$ cat src/rtl/dram_pkg.sv
// dram_pkg: slot length, slot-owner encoding and DRAM byte-select constants
package dram_pkg;
    localparam int SLOT_LEN = 4;
    typedef enum logic [1:0] {
        OWN_IDLE  = 2'd0,
        OWN_CPU   = 2'd1,
        OWN_VIDEO = 2'd2
    } owner_t;
    localparam logic [1:0] BSEL_LO = 2'b01;
    localparam logic [1:0] BSEL_HI = 2'b10;
    localparam logic [1:0] BSEL_W  = 2'b11;
    function automatic logic [1:0] cpu_bsel(input logic rnw, input logic wrbsel);
        return rnw ? BSEL_W : (wrbsel ? BSEL_LO : BSEL_HI);
    endfunction
endpackage

$ cat src/rtl/dram_slotctr.sv
// dram_slotctr: free-running slot phase counter with pre_cend/cend strobes
module dram_slotctr
    import dram_pkg::*;
(
    input  logic fclk,
    input  logic rst_n,
    output logic pre_cend,
    output logic cend
);
    localparam logic [1:0] LAST = 2'(SLOT_LEN - 1);
    logic [1:0] cyc_q, cyc_d;
    always_comb cyc_d = cyc_q + 2'd1;
    always_ff @(posedge fclk) begin
        if (!rst_n) cyc_q <= 2'd0;
        else        cyc_q <= cyc_d;
    end
    assign pre_cend = cyc_q == LAST - 2'd1;
    assign cend     = cyc_q == LAST;
endmodule

$ cat src/rtl/dram_arb.sv
// dram_arb: slot-based CPU/video DRAM arbiter with registered command and read capture
module dram_arb
    import dram_pkg::*;
(
    input  logic        fclk,
    input  logic        rst_n,
    input  logic        cpu_req,
    input  logic        cpu_rnw,
    input  logic [20:0] cpu_addr,
    input  logic [7:0]  cpu_wrdata,
    input  logic        cpu_wrbsel,
    output logic [15:0] cpu_rddata,
    output logic        cpu_strobe,
    input  logic        video_req,
    input  logic [20:0] video_addr,
    output logic [15:0] video_rddata,
    output logic        video_strobe,
    output logic        pre_cend,
    output logic        cend,
    output logic        dram_req,
    output logic        dram_rnw,
    output logic [20:0] dram_addr,
    output logic [15:0] dram_wrdata,
    output logic [1:0]  dram_bsel,
    input  logic [15:0] dram_rddata
);
    owner_t      own_q, own_d;
    logic        pend_q, pend_d, p_rnw_q, p_rnw_d, p_wrbsel_q, p_wrbsel_d;
    logic [20:0] p_addr_q, p_addr_d;
    logic [7:0]  p_wd_q, p_wd_d;
    logic        req_q, req_d, rnw_q, rnw_d;
    logic [20:0] addr_q, addr_d;
    logic [15:0] wd_q, wd_d;
    logic [1:0]  bsel_q, bsel_d;
    logic [15:0] crd_q, crd_d, vrd_q, vrd_d;
    logic        cstb_q, cstb_d, vstb_q, vstb_d;
    logic        c_rnw, c_wrbsel, g_cpu, g_vid, rd_end, load;
    logic [20:0] c_addr;
    logic [7:0]  c_wd;

    dram_slotctr u_slotctr (
        .fclk     (fclk),
        .rst_n    (rst_n),
        .pre_cend (pre_cend),
        .cend     (cend)
    );

    // own_q is the owner of the slot in progress, i.e. the one that ends at cend
    always_comb begin
        c_rnw      = pend_q ? p_rnw_q    : cpu_rnw;
        c_wrbsel   = pend_q ? p_wrbsel_q : cpu_wrbsel;
        c_addr     = pend_q ? p_addr_q   : cpu_addr;
        c_wd       = pend_q ? p_wd_q     : cpu_wrdata;
        g_cpu      = (cpu_req | pend_q) & (!video_req | own_q == OWN_VIDEO);
        g_vid      = video_req & !g_cpu;
        rd_end     = cend & req_q & rnw_q;
        load       = cend & !pend_q;
        pend_d     = cend ? (cpu_req | pend_q) & !g_cpu : pend_q;
        p_rnw_d    = load ? cpu_rnw    : p_rnw_q;
        p_wrbsel_d = load ? cpu_wrbsel : p_wrbsel_q;
        p_addr_d   = load ? cpu_addr   : p_addr_q;
        p_wd_d     = load ? cpu_wrdata : p_wd_q;
        own_d      = !cend ? own_q : g_cpu ? OWN_CPU : g_vid ? OWN_VIDEO : OWN_IDLE;
        req_d      = cend ? g_cpu | g_vid : req_q;
        rnw_d      = cend ? !g_cpu | c_rnw : rnw_q;
        addr_d     = (cend & g_cpu) ? c_addr : (cend & g_vid) ? video_addr : addr_q;
        wd_d       = (cend & g_cpu & !c_rnw) ? {c_wd, c_wd} : wd_q;
        bsel_d     = !cend ? bsel_q : g_cpu ? cpu_bsel(c_rnw, c_wrbsel) : g_vid ? BSEL_W : 2'b00;
        cstb_d     = rd_end & own_q == OWN_CPU;
        vstb_d     = rd_end & own_q == OWN_VIDEO;
        crd_d      = cstb_d ? dram_rddata : crd_q;
        vrd_d      = vstb_d ? dram_rddata : vrd_q;
    end

    always_ff @(posedge fclk) begin
        if (!rst_n) begin
            own_q      <= OWN_IDLE;
            pend_q     <= 1'b0;
            p_rnw_q    <= 1'b0;
            p_wrbsel_q <= 1'b0;
            p_addr_q   <= '0;
            p_wd_q     <= '0;
            req_q      <= 1'b0;
            rnw_q      <= 1'b1;
            addr_q     <= '0;
            wd_q       <= '0;
            bsel_q     <= 2'b00;
            crd_q      <= '0;
            vrd_q      <= '0;
            cstb_q     <= 1'b0;
            vstb_q     <= 1'b0;
        end else begin
            own_q      <= own_d;
            pend_q     <= pend_d;
            p_rnw_q    <= p_rnw_d;
            p_wrbsel_q <= p_wrbsel_d;
            p_addr_q   <= p_addr_d;
            p_wd_q     <= p_wd_d;
            req_q      <= req_d;
            rnw_q      <= rnw_d;
            addr_q     <= addr_d;
            wd_q       <= wd_d;
            bsel_q     <= bsel_d;
            crd_q      <= crd_d;
            vrd_q      <= vrd_d;
            cstb_q     <= cstb_d;
            vstb_q     <= vstb_d;
        end
    end

    assign dram_req     = req_q;
    assign dram_rnw     = rnw_q;
    assign dram_addr    = addr_q;
    assign dram_wrdata  = wd_q;
    assign dram_bsel    = bsel_q;
    assign cpu_rddata   = crd_q;
    assign cpu_strobe   = cstb_q;
    assign video_rddata = vrd_q;
    assign video_strobe = vstb_q;
endmodule

$ cat config.mk
export PLATFORM = sky130hd
export DESIGN_NAME = dram_arb
export DESIGN_NICKNAME = d
export VERILOG_FILES = /design/src/rtl/dram_pkg.sv /design/src/rtl/dram_slotctr.sv /design/src/rtl/dram_arb.sv
export SDC_FILE = /design/constraint.sdc
export NUM_CORES = 1
export LEC_CHECK = 0
export CAP_MARGIN = 20
export CORE_MARGIN = 4
export CORE_UTILIZATION = 44
export CTS_CLUSTER_SIZE = 30
export DETAILED_ROUTE_END_ITERATION = 8
export PLACE_DENSITY = 0.8
export REMOVE_ABC_BUFFERS = 1
export SYNTH_ARGS = -nofsm -noshare
export SYNTH_HDL_FRONTEND = slang
export SYNTH_SLANG_ARGS = --single-unit
$ cat constraint.sdc
create_clock -name fclk -period 2.1 [get_ports fclk]
set_clock_uncertainty 0.05 [all_clocks]
set_input_delay 0.315 -clock fclk [delete_from_list [all_inputs] [get_ports fclk]]
set_output_delay 0.315 -clock fclk [all_outputs]
set_load 0.02 [all_outputs]
# Word-level counts from Yosys, hierarchy flattened
# Cells that the tools add are included.
[totals]
register_bits = 111
in_bits = 72
output_inout_bits = 77
[op_classes]
add_sub_neg = 1
n_eq_ne = 4
mux = 12
bitwise_logic = 15
reduce_logical = 5
[ops]
columns = ["cell", "n"]
rows = [
  ["two-way mux 21 bit", 3],
  ["two-way mux 2 bit", 6],
  ["bitwise AND 1 bit", 11],
  ["two-way mux 8 bit", 1],
  ["== test 2 bit, second input constant", 3],
  ["logical NOT 1 bit", 4],
  ["OR 1 bit", 4],
  ["adder 2 x 1 -> 2 bit, second input constant", 1],
  ["== test 2 x 1 -> 1 bit, second input constant", 1],
  ["two-way mux 1 bit", 2],
  ["nonzero test 2 bit", 1],
]

# Depth between registers and ports, before layout
# Gate-level depths: netlist (run 1).
[logic_depth]
depth_word = 8
mapped_depth = 8

# Modules after synthesis
# A second synthesis (run 1) with hierarchy kept.
[hier_totals]
cells_unflattened = 491
area_unflattened_um2 = 4418.0
[by_module_without_submodules]
columns = ["mod", "instances", "cells_each", "area_per_inst_um2", "seq_area_each_um2"]
rows = [
  ["dram_arb", 1, 484, 4321.6, 2021.9],
  ["dram_slotctr", 1, 7, 96.3, 40.0],
]

# Worst setup path after synthesis (run 1)
# Ideal clock, no wire load.
[synth_timing]
path_kind = "flip-flop to flip-flop"
startpoint = "register u_slotctr.cyc_q[0]"
endpoint = "register crd_q[10], in the netlist cpu_rddata[10]"
setup_time_ps = 116
arrival_time_ps = 1647
required_time_ps = 1934
path_slack_ps = 287
stages_incl_launch_ff = 9
path_buffers = 3
period_less_slack_ps = 1813
path_cell_list = "dfxtp_1 -> ha_1 -> buf_4 -> nand3_4 -> or3b_1 -> buf_2 -> buf_6 -> nand2_1 -> a21boi_1"
[synth_via]
elab_chain_cells = 4
[synth_rtl]
columns = ["item", "line", "text"]
rows = [
  ["start: declaration", "dram_slotctr.sv:11", "logic [1:0] cyc_q, cyc_d;"],
  ["start signal: assignment", "dram_slotctr.sv:15", "else cyc_q <= cyc_d;"],
  ["== test 2 bit", "dram_slotctr.sv:18", "assign cend = cyc_q == LAST;"],
  ["via cend", "dram_arb.sv:19", "output logic cend,"],
  ["bitwise AND 1 bit (2 in series)", "dram_arb.sv:56", "rd_end = cend & req_q & rnw_q;"],
  ["bitwise AND 1 bit", "dram_arb.sv:69", "cstb_d = rd_end & own_q == OWN_CPU;"],
  ["end signal: assignment", "dram_arb.sv:104", "crd_q <= crd_d;"],
  ["end: declaration", "dram_arb.sv:35", "logic [15:0] crd_q, crd_d, vrd_q, vrd_d;"],
]
# The timed path passes the listed nets, and every way through them passes these cells.
# A chain may end at the register's enable or synchronous reset.

# Final worst setup path (run 1)
[layout_timing]
startpoint = "register u_slotctr.cyc_q[0]"
endpoint = "output pre_cend"
[layout_via]
elab_chain_cells = 1
[layout_rtl]
columns = ["item", "line", "text"]
rows = [
  ["== test 2 bit", "dram_slotctr.sv:17", "assign pre_cend = cyc_q == LAST - 2'd1;"],
  ["end: declaration", "dram_arb.sv:18", "output logic pre_cend,"],
]
# No other way between the ends.

==> reports/metrics.sh, run 1 <==
WHS_PS=278.2
TIMING.CRITICAL_PATH.FROM_TYPE='flip-flop'
ROUTE.DETAILED.DRC=0
CLOCK.FMAX_MHz=536.5
DETAIL_ROUTE.VIAS_PER_CELL=4.929
MAXIMUM_LEVEL_OF_THE_CTS_H_TREE=3
ANTENNA_FOUND_INITIAL=0
ROWS=36
ROOT_BUFFER='sky130_fd_sc_hd__clkbuf_8'
TIMING.FINAL.CRIT_SHARE_PCT=88.75
FINAL-SETUP-VIOL-COUNT=0
SYNTH.DISTINCT_CELLS=38
P_LEAK_nW=2.143
YOSYS_WARNINGS=0
INITIAL_CORE_UTIL_PCT=45.44
WORST_HOLD_PATH_TYPE='input port to flip-flop'
IOS=149
POSTCTSSETUPREPAIRBUFS=0
DIODES=0
POST-ROUTE-MIN-PERIOD_PS=1864
YS_FF_LATCH=103
DIE_WIDTH_MICRONS=108.7
WORST_PIN_SLEW_PS=499.7
LAYOUT-AREA-OVERHEAD-VS-SYNTH_PCT=38.08
DIE_HEIGHT_MICRONS=108.7
DETAIL_ROUTE.FIRST_PASS.ITERATIONS=4
CLKLATENCYLATEPIN_PS=350
DP.CELLS=742
MIN_DELAY_PATH_DEPTH=2
FINAL_CELLS=756
GLOBAL_ROUTE.OVERFLOW_TOTAL=0
CLKTRANSATPATHREGS_PS=80
TIMING.MAX_SLEW.REL_SLACK_PCT=66.69
CTS.SINK_COUNT=103
VIAS=3726
CTS_HOLD_REPAIR.BUFFERS=0
SETUP.WORST_PATH.CLASS='flip-flop to output pin'
TRITONCTS_CLOCK_TREE='built'
IO_BUFFER_COUNT=148
GRT_FIRST_PASS_WIRELENGTH_MICRONS=18210
ANTENNA_LEFT=0
TIMING_MAX_TRANSITION_VIOLATIONS_FINAL=0
OUTCOME='finished, final reports clean'
YOSYSSEQAREASHARE_PCT=46.21
TIMING.CRITICAL_PATH.REQUIRED_PS=1740
SYNTH.AVG_CELL_AREA_SQ_UM=9.124
DETAIL_ROUTE.WL_PER_CELL_MICRONS=14.67
MAPPEDNETLISTAREA_SQ_MM=0.004462
DESIGN.DIE.AREA_SQ_MM=0.01182
NNETSFINAL=694
CTSRESIZECOUNT=2
IRDROPWORSTVDD_mV=0.2826
DRIVE_ABOVE_1_SHARE_PCT=10.11
NUMBER_OF_HOLD_SLACK_VIOLATIONS_IN_THE_FINAL_TIMING_REPORT=0
CTS-BUFFERS-INSERTED=9
WORSTREGTOREGCELLS=5
GRT_MAX_DEGREE=37
TIMING.CRITICAL_PATH.ARRIVAL_PS=1500
PLACE.DETAILED.HPWL_MICRONS=8234
CTS_MAX_PATH_BUFFERS=2
CRITPATHMAXFANOUT=3
FINALWEIGHTEDCONGESTION=0.7793
POWER_PER_CELL_AREA_mW_PER_MM2=587.4
GRT_PASS1_VIAS=3748
GRT_USAGE_PCT=19.17
CORE_REGION_AREA_SQ_MM=0.009819
ROUTED_WIRELENGTH_MICRONS=11090
RSZ0062_AT_GRT='no'
CAP_VIOLATIONS=0
DR.FIRST_ITER.DRC_COUNT=87
CRIT_PATH_END_KIND='output pin'
SYN-INSTANCE-COUNT=489
cell families after synthesis:
group	after synthesis	share of synthesized area, %
compound gates	108	17.92
simple gates	180	16.80
mux	51	12.14
buf+inv	45	6.366
fa+ha+maj	2	0.5608
flops	103	46.21
critical path, stage by stage, from the launching register on:
cell and delay, ps:
sky130_fd_sc_hd__dfxtp_1 370, sky130_fd_sc_hd__inv_1 60, sky130_fd_sc_hd__ha_1 190, sky130_fd_sc_hd__clkdlybuf4s50_1 530
synthesized netlist by cell type:
cell type | n | share of area, %
sky130_fd_sc_hd__o21ai_2 | 1 | 0.20
sky130_fd_sc_hd__nor3b_2 | 1 | 0.28
sky130_fd_sc_hd__mux2i_1 | 29 | 6.5
sky130_fd_sc_hd__or2_2 | 1 | 0.14
sky130_fd_sc_hd__mux2_2 | 21 | 5.3
sky130_fd_sc_hd__nor3b_1 | 1 | 0.17
sky130_fd_sc_hd__a221oi_1 | 1 | 0.20
sky130_fd_sc_hd__nand3_4 | 1 | 0.39
sky130_fd_sc_hd__o311ai_0 | 1 | 0.20
sky130_fd_sc_hd__o2bb2ai_1 | 1 | 0.20
sky130_fd_sc_hd__a21boi_1 | 11 | 1.9
sky130_fd_sc_hd__inv_1 | 2 | 0.17
sky130_fd_sc_hd__buf_6 | 7 | 1.8
sky130_fd_sc_hd__or3b_1 | 2 | 0.39
sky130_fd_sc_hd__nor3_1 | 1 | 0.11
sky130_fd_sc_hd__a21oi_4 | 1 | 0.36
sky130_fd_sc_hd__nor2b_1 | 5 | 0.70
sky130_fd_sc_hd__nand2b_1 | 2 | 0.28
sky130_fd_sc_hd__ha_1 | 2 | 0.56
sky130_fd_sc_hd__a21oi_1 | 5 | 0.56
sky130_fd_sc_hd__nor2_1 | 4 | 0.34
sky130_fd_sc_hd__nor2_2 | 1 | 0.14
sky130_fd_sc_hd__nand3b_1 | 1 | 0.17
sky130_fd_sc_hd__o21ai_0 | 18 | 2.0
sky130_fd_sc_hd__o21ai_1 | 4 | 0.45
sky130_fd_sc_hd__a211oi_4 | 1 | 0.45
sky130_fd_sc_hd__clkbuf_1 | 10 | 0.84
sky130_fd_sc_hd__and2_1 | 4 | 0.56
sky130_fd_sc_hd__o211a_1 | 9 | 2.0
sky130_fd_sc_hd__o31ai_1 | 1 | 0.17
sky130_fd_sc_hd__clkbuf_2 | 1 | 0.11
sky130_fd_sc_hd__buf_2 | 13 | 1.5
sky130_fd_sc_hd__mux2_4 | 1 | 0.34
sky130_fd_sc_hd__nand2_1 | 156 | 13
sky130_fd_sc_hd__dfxtp_1 | 103 | 46
sky130_fd_sc_hd__buf_4 | 12 | 2.0
sky130_fd_sc_hd__a221oi_2 | 1 | 0.34
sky130_fd_sc_hd__a21boi_0 | 53 | 8.9
metrics by stage:
stage | utilization, % | total power (W) | setup WS (ps) | instance area, sq um | setup TNS (ps)
after floorplan | - | 0.002238 | -826.3 | 4185 | -28240
after global placement | 60.87 | 0.002498 | 224.4 | 5977 | 0
after detailed placement | 60.87 | 0.002509 | 136.2 | 5977 | 0
after CTS | 62.74 | 0.003665 | 202.7 | 6161 | 0
after global routing | 62.74 | 0.003795 | 101.0 | 6161 | 0
final | 62.74 | 0.003619 | 236.2 | 6161 | 0
sequential cells by signal (all words and copies together), names as in the netlist:
name,cells
cpu_rddata,16
cpu_strobe,1
dram_addr,21
dram_bsel,2
dram_req,1
dram_rnw,1
dram_wrdata,8
own_q,2
p_addr_q,21
p_rnw_q,1
p_wd_q,8
p_wrbsel_q,1
pend_q,1
u_slotctr.cyc_q,2
video_rddata,16
video_strobe,1
per-layer routing:
layer / global-route usage (%) / part of all wire (%)
met5: 0 / 0
met2: 31.38 / 46
met1: 24.58 / 44
met3: 6.572 / 8.7
met4: 4.058 / 0.67
final cells by class:
class	count	area [sq um]
Inverter	2	7.507
Tap cell	133	166.4
Clock buffer	14	182.7
Fill cell	861	3659
Timing Repair Buffer	163	1613
Multi-Input combinational cell	341	2128
Sequential cell	103	2063
power breakdown:
part | internal (W) | total [W] | switching (W)
combinational | 0.000253 | 0.000442 | 0.000189
clock | 0.000550 | 0.00116 | 0.000607
sequential | 0.00199 | 0.00202 | 0.0000271
layout by cell type, fill, tap and decap left out, types with 2 or more instances in the layout:
master,count
sky130_fd_sc_hd__a21boi_0,53
sky130_fd_sc_hd__a21boi_1,11
sky130_fd_sc_hd__a21oi_1,5
sky130_fd_sc_hd__and2_1,4
sky130_fd_sc_hd__buf_12,2
sky130_fd_sc_hd__buf_4,13
sky130_fd_sc_hd__clkbuf_8,13
sky130_fd_sc_hd__clkdlybuf4s50_1,146
sky130_fd_sc_hd__dfxtp_1,102
sky130_fd_sc_hd__inv_1,2
sky130_fd_sc_hd__mux2_2,21
sky130_fd_sc_hd__mux2i_1,29
sky130_fd_sc_hd__nand2_1,156
sky130_fd_sc_hd__nand2b_1,2
sky130_fd_sc_hd__nor2_1,3
sky130_fd_sc_hd__nor2_2,2
sky130_fd_sc_hd__nor2b_1,5
sky130_fd_sc_hd__o211a_1,9
sky130_fd_sc_hd__o21ai_0,18
sky130_fd_sc_hd__o21ai_1,4
sky130_fd_sc_hd__or3b_1,2
worst paths after layout:
| path | from | end | slack, ps |
|---|---|---|---|
| setup / recovery | u_slotctr.cyc_q[0] | pre_cend | 240 |
| hold / removal | rst_n | dram_rnw | 280 |
| setup reg to reg | u_slotctr.cyc_q[0] | cpu_rddata[0] | 260 |
| hold reg to reg | video_rddata[12] | video_rddata[12] | 410 |
No activity file was read; power rests on OpenSTA's default activity.
==> run 2: changes to the inputs <==
==> constraint.sdc (replaced) <==
create_clock -name fclk -period 2.1 [get_ports fclk]
set_clock_uncertainty 0.05 [all_clocks]
set_input_delay 0.42 -clock fclk [delete_from_list [all_inputs] [get_ports fclk]]
set_output_delay 0.42 -clock fclk [all_outputs]
set_load 0.02 [all_outputs]
==> reports/metrics.sh, run 2 (synthesized netlist as in run 1, its figures left out) <==
OUTCOME='finished, final reports clean'
GRT_USAGE_PCT=19.07  # -0.095 points
MET2_ROUTING_RESOURCE_USAGE_AFTER_GLOBAL_ROUTING_PCT=32.26  # +0.88 points
GR-USAGE-MET1_PCT=23.86  # -0.72 points
CORE_REGION_AREA_SQ_MM=0.009819  # unchanged
LAYOUT.CELLS.MOST_COMMON='sky130_fd_sc_hd__nand2_1'
CTS.SINK_COUNT=103  # unchanged
ANTENNA_FOUND_INITIAL=1  # +1
INITIAL_CORE_UTIL_PCT=45.44  # unchanged
IOS=149  # unchanged
DETAIL_ROUTE.VIAS_PER_CELL=4.936  # +0.14%
GRT_MOST_USED_LAYER='met2'
DIODES=0  # unchanged
GRT_FIRST_PASS_WIRELENGTH_MICRONS=18180  # -0.15%
VIAS=3751  # +0.67%
P_LEAK_nW=2.169  # +1.2%
DETAIL_ROUTE.FIRST_PASS.ITERATIONS=4  # unchanged
DIE_WIDTH_MICRONS=108.7  # unchanged
MET3_USAGE_PCT=5.625  # -0.95 points
DRIVE_ABOVE_1_SHARE_PCT=10.37  # +0.25 points
CRITPATHMAXFANOUT=3  # unchanged
NUMBER_OF_HOLD_SLACK_VIOLATIONS_IN_THE_FINAL_TIMING_REPORT=0  # unchanged
ROWS=36  # unchanged
CLKTRANSATPATHREGS_PS=100  # +20 ps
ANTENNA_LEFT=0  # unchanged
CRIT_PATH_END_KIND='output pin'
DIE_HEIGHT_MICRONS=108.7  # unchanged
FINALINSTANCEAREA_SQ_MM=0.006228  # +1.1%
FINALWEIGHTEDCONGESTION=0.8502  # +9.1%
DP.CELLS=744  # +0.27%
PLACEMENT.CELL_AREA_SQ_MM=0.006030  # +0.88%
DESIGN.DIE.AREA_SQ_MM=0.01182  # unchanged
TIMING.CRITICAL_PATH.FROM_TYPE='flip-flop'
REG2REG_SLACK_PS=320  # +60 ps
WORST_PIN_SLEW_PS=567.7  # +68.06 ps
POST-ROUTE-MIN-PERIOD_PS=1957  # +93.14 ps
LAYOUT_COMMON_CELLS='156 x sky130_fd_sc_hd__nand2_1, 146 x sky130_fd_sc_hd__clkdlybuf4s50_1, 102 x sky130_fd_sc_hd__dfxtp_1'
ROUTED_WIRELENGTH_MICRONS=11160  # +0.59%
MAXIMUM_LEVEL_OF_THE_CTS_H_TREE=3  # unchanged
IO_BUFFER_COUNT=148  # unchanged
GRT_PASS1_VIAS=3795  # +1.3%
FINAL.SETUP.TNS_PS=0  # unchanged
RSZ0062_AT_GRT='no'
POSTCTSSETUPREPAIRBUFS=0  # unchanged
TIMING.MAX_SLEW.REL_SLACK_PCT=62.15  # -4.5 points
POWER_PER_CELL_AREA_mW_PER_MM2=597.9  # +1.8%
LAYOUT-AREA-OVERHEAD-VS-SYNTH_PCT=39.60
DR.FIRST_ITER.DRC_COUNT=148  # +70%
ROOT_BUFFER='sky130_fd_sc_hd__clkbuf_8'
FINAL-SETUP-VIOL-COUNT=0  # unchanged
DETAIL_ROUTE.WL_PER_CELL_MICRONS=14.68  # about the same
CTS-BUFFERS-INSERTED=9  # unchanged
CTS_HOLD_REPAIR.BUFFERS=0  # unchanged
TRITONCTS_CLOCK_TREE='built'
CTS_MAX_PATH_BUFFERS=2  # unchanged
WHS_PS=392.5  # +114.3 ps
CLOCK.FMAX_MHz=511.0  # -4.8%
TIMING_MAX_TRANSITION_VIOLATIONS_FINAL=0  # unchanged
ROUTE.DETAILED.DRC=0  # unchanged
GRT_MAX_DEGREE=36  # -2.7%
FINAL_CELLS=760  # +0.53%
TIMING.CRITICAL_PATH.REQUIRED_PS=1630  # -110 ps
IRDROPWORSTVDD_mV=0.3658  # +29%
NNETSFINAL=696  # +0.29%
PLACE.DETAILED.HPWL_MICRONS=8227  # about the same
CAP_VIOLATIONS=0  # unchanged
CLKLATENCYLATEPIN_PS=350  # about the same
WORST_HOLD_PATH_TYPE='input port to flip-flop'
GLOBAL_ROUTE.OVERFLOW_TOTAL=0  # unchanged
TIMING.CRITICAL_PATH.ARRIVAL_PS=1490  # about the same
TIMING.FINAL.CRIT_SHARE_PCT=93.19  # +4.4 points
SETUP.WORST_PATH.CLASS='flip-flop to output pin'
==> run 2: final cells by class <==
cell class	count	area (sq um)
Sequential cell	103	2063
Clock buffer	12	145.1
Fill cell	833	3591
Inverter	2	7.507
Clock inverter	4	55.05
Multi-Input combinational cell	341	2126
Timing Repair Buffer	165	1665
Tap cell	133	166.4
==> run 2: timing repair <==
action,CTS,global route
hold endpoints to repair,0,0
gates resized for setup,1,0
endpoints found under the setup margin,1,0
==> run 2: final timing paths <==
path	startpoint	end	cells past startpoint
setup reg to reg	u_slotctr.cyc_q[0]	cpu_rddata[2]	5
hold reg to reg	u_slotctr.cyc_q[0]	u_slotctr.cyc_q[0]	1
setup / recovery	u_slotctr.cyc_q[0]	pre_cend	3
hold / removal	rst_n	dram_rnw	2
==> run 2: critical path, cell delays in order, from the launching register on <==
cell,delay [ps]
sky130_fd_sc_hd__dfxtp_1,370
sky130_fd_sc_hd__inv_1,60
sky130_fd_sc_hd__ha_1,180
sky130_fd_sc_hd__clkdlybuf4s50_1,530
==> run 2: stage by stage <==
| step | setup WS (ps) | util (%) | power, W |
|---|---|---|---|
| 2_1_floorplan | -826.3 | - | 0.002238 |
| 3_3_place_gp | 171.6 | 61.40 | 0.002506 |
| 3_5_place_dp | 96.35 | 61.40 | 0.002516 |
| 4_1_cts | 114.9 | 63.43 | 0.003766 |
| 5_1_grt | 61.38 | 63.43 | 0.003881 |
| 6_report | 143.1 | 63.43 | 0.003724 |
==> run 2: routing by layer <==
metal,wire length (microns),share of wire (%),up-vias
li1,-,-,1887
met4,112,1.0,2
met2,5187,46,120
met1,4899,44,1731
met3,936,8.4,11
met5,20,0.18,-
==> run 2: report_power, final <==
part / switching [W] / internal [W]
clock: 0.000665 / 0.000591
combinational: 0.000190 / 0.000259
sequential: 0.0000265 / 0.00199
==> run 3: changes to the inputs <==
--- a/config.mk
+++ b/config.mk
@@ -12,6 +12,7 @@
 export DETAILED_ROUTE_END_ITERATION = 8
 export PLACE_DENSITY = 0.8
 export REMOVE_ABC_BUFFERS = 1
+export SKIP_LAST_GASP = 1
 export SYNTH_ARGS = -nofsm -noshare
 export SYNTH_HDL_FRONTEND = slang
 export SYNTH_SLANG_ARGS = --single-unit
==> results of run 3 <==
Final layout, timing and power as in run 2 (identical DEF).
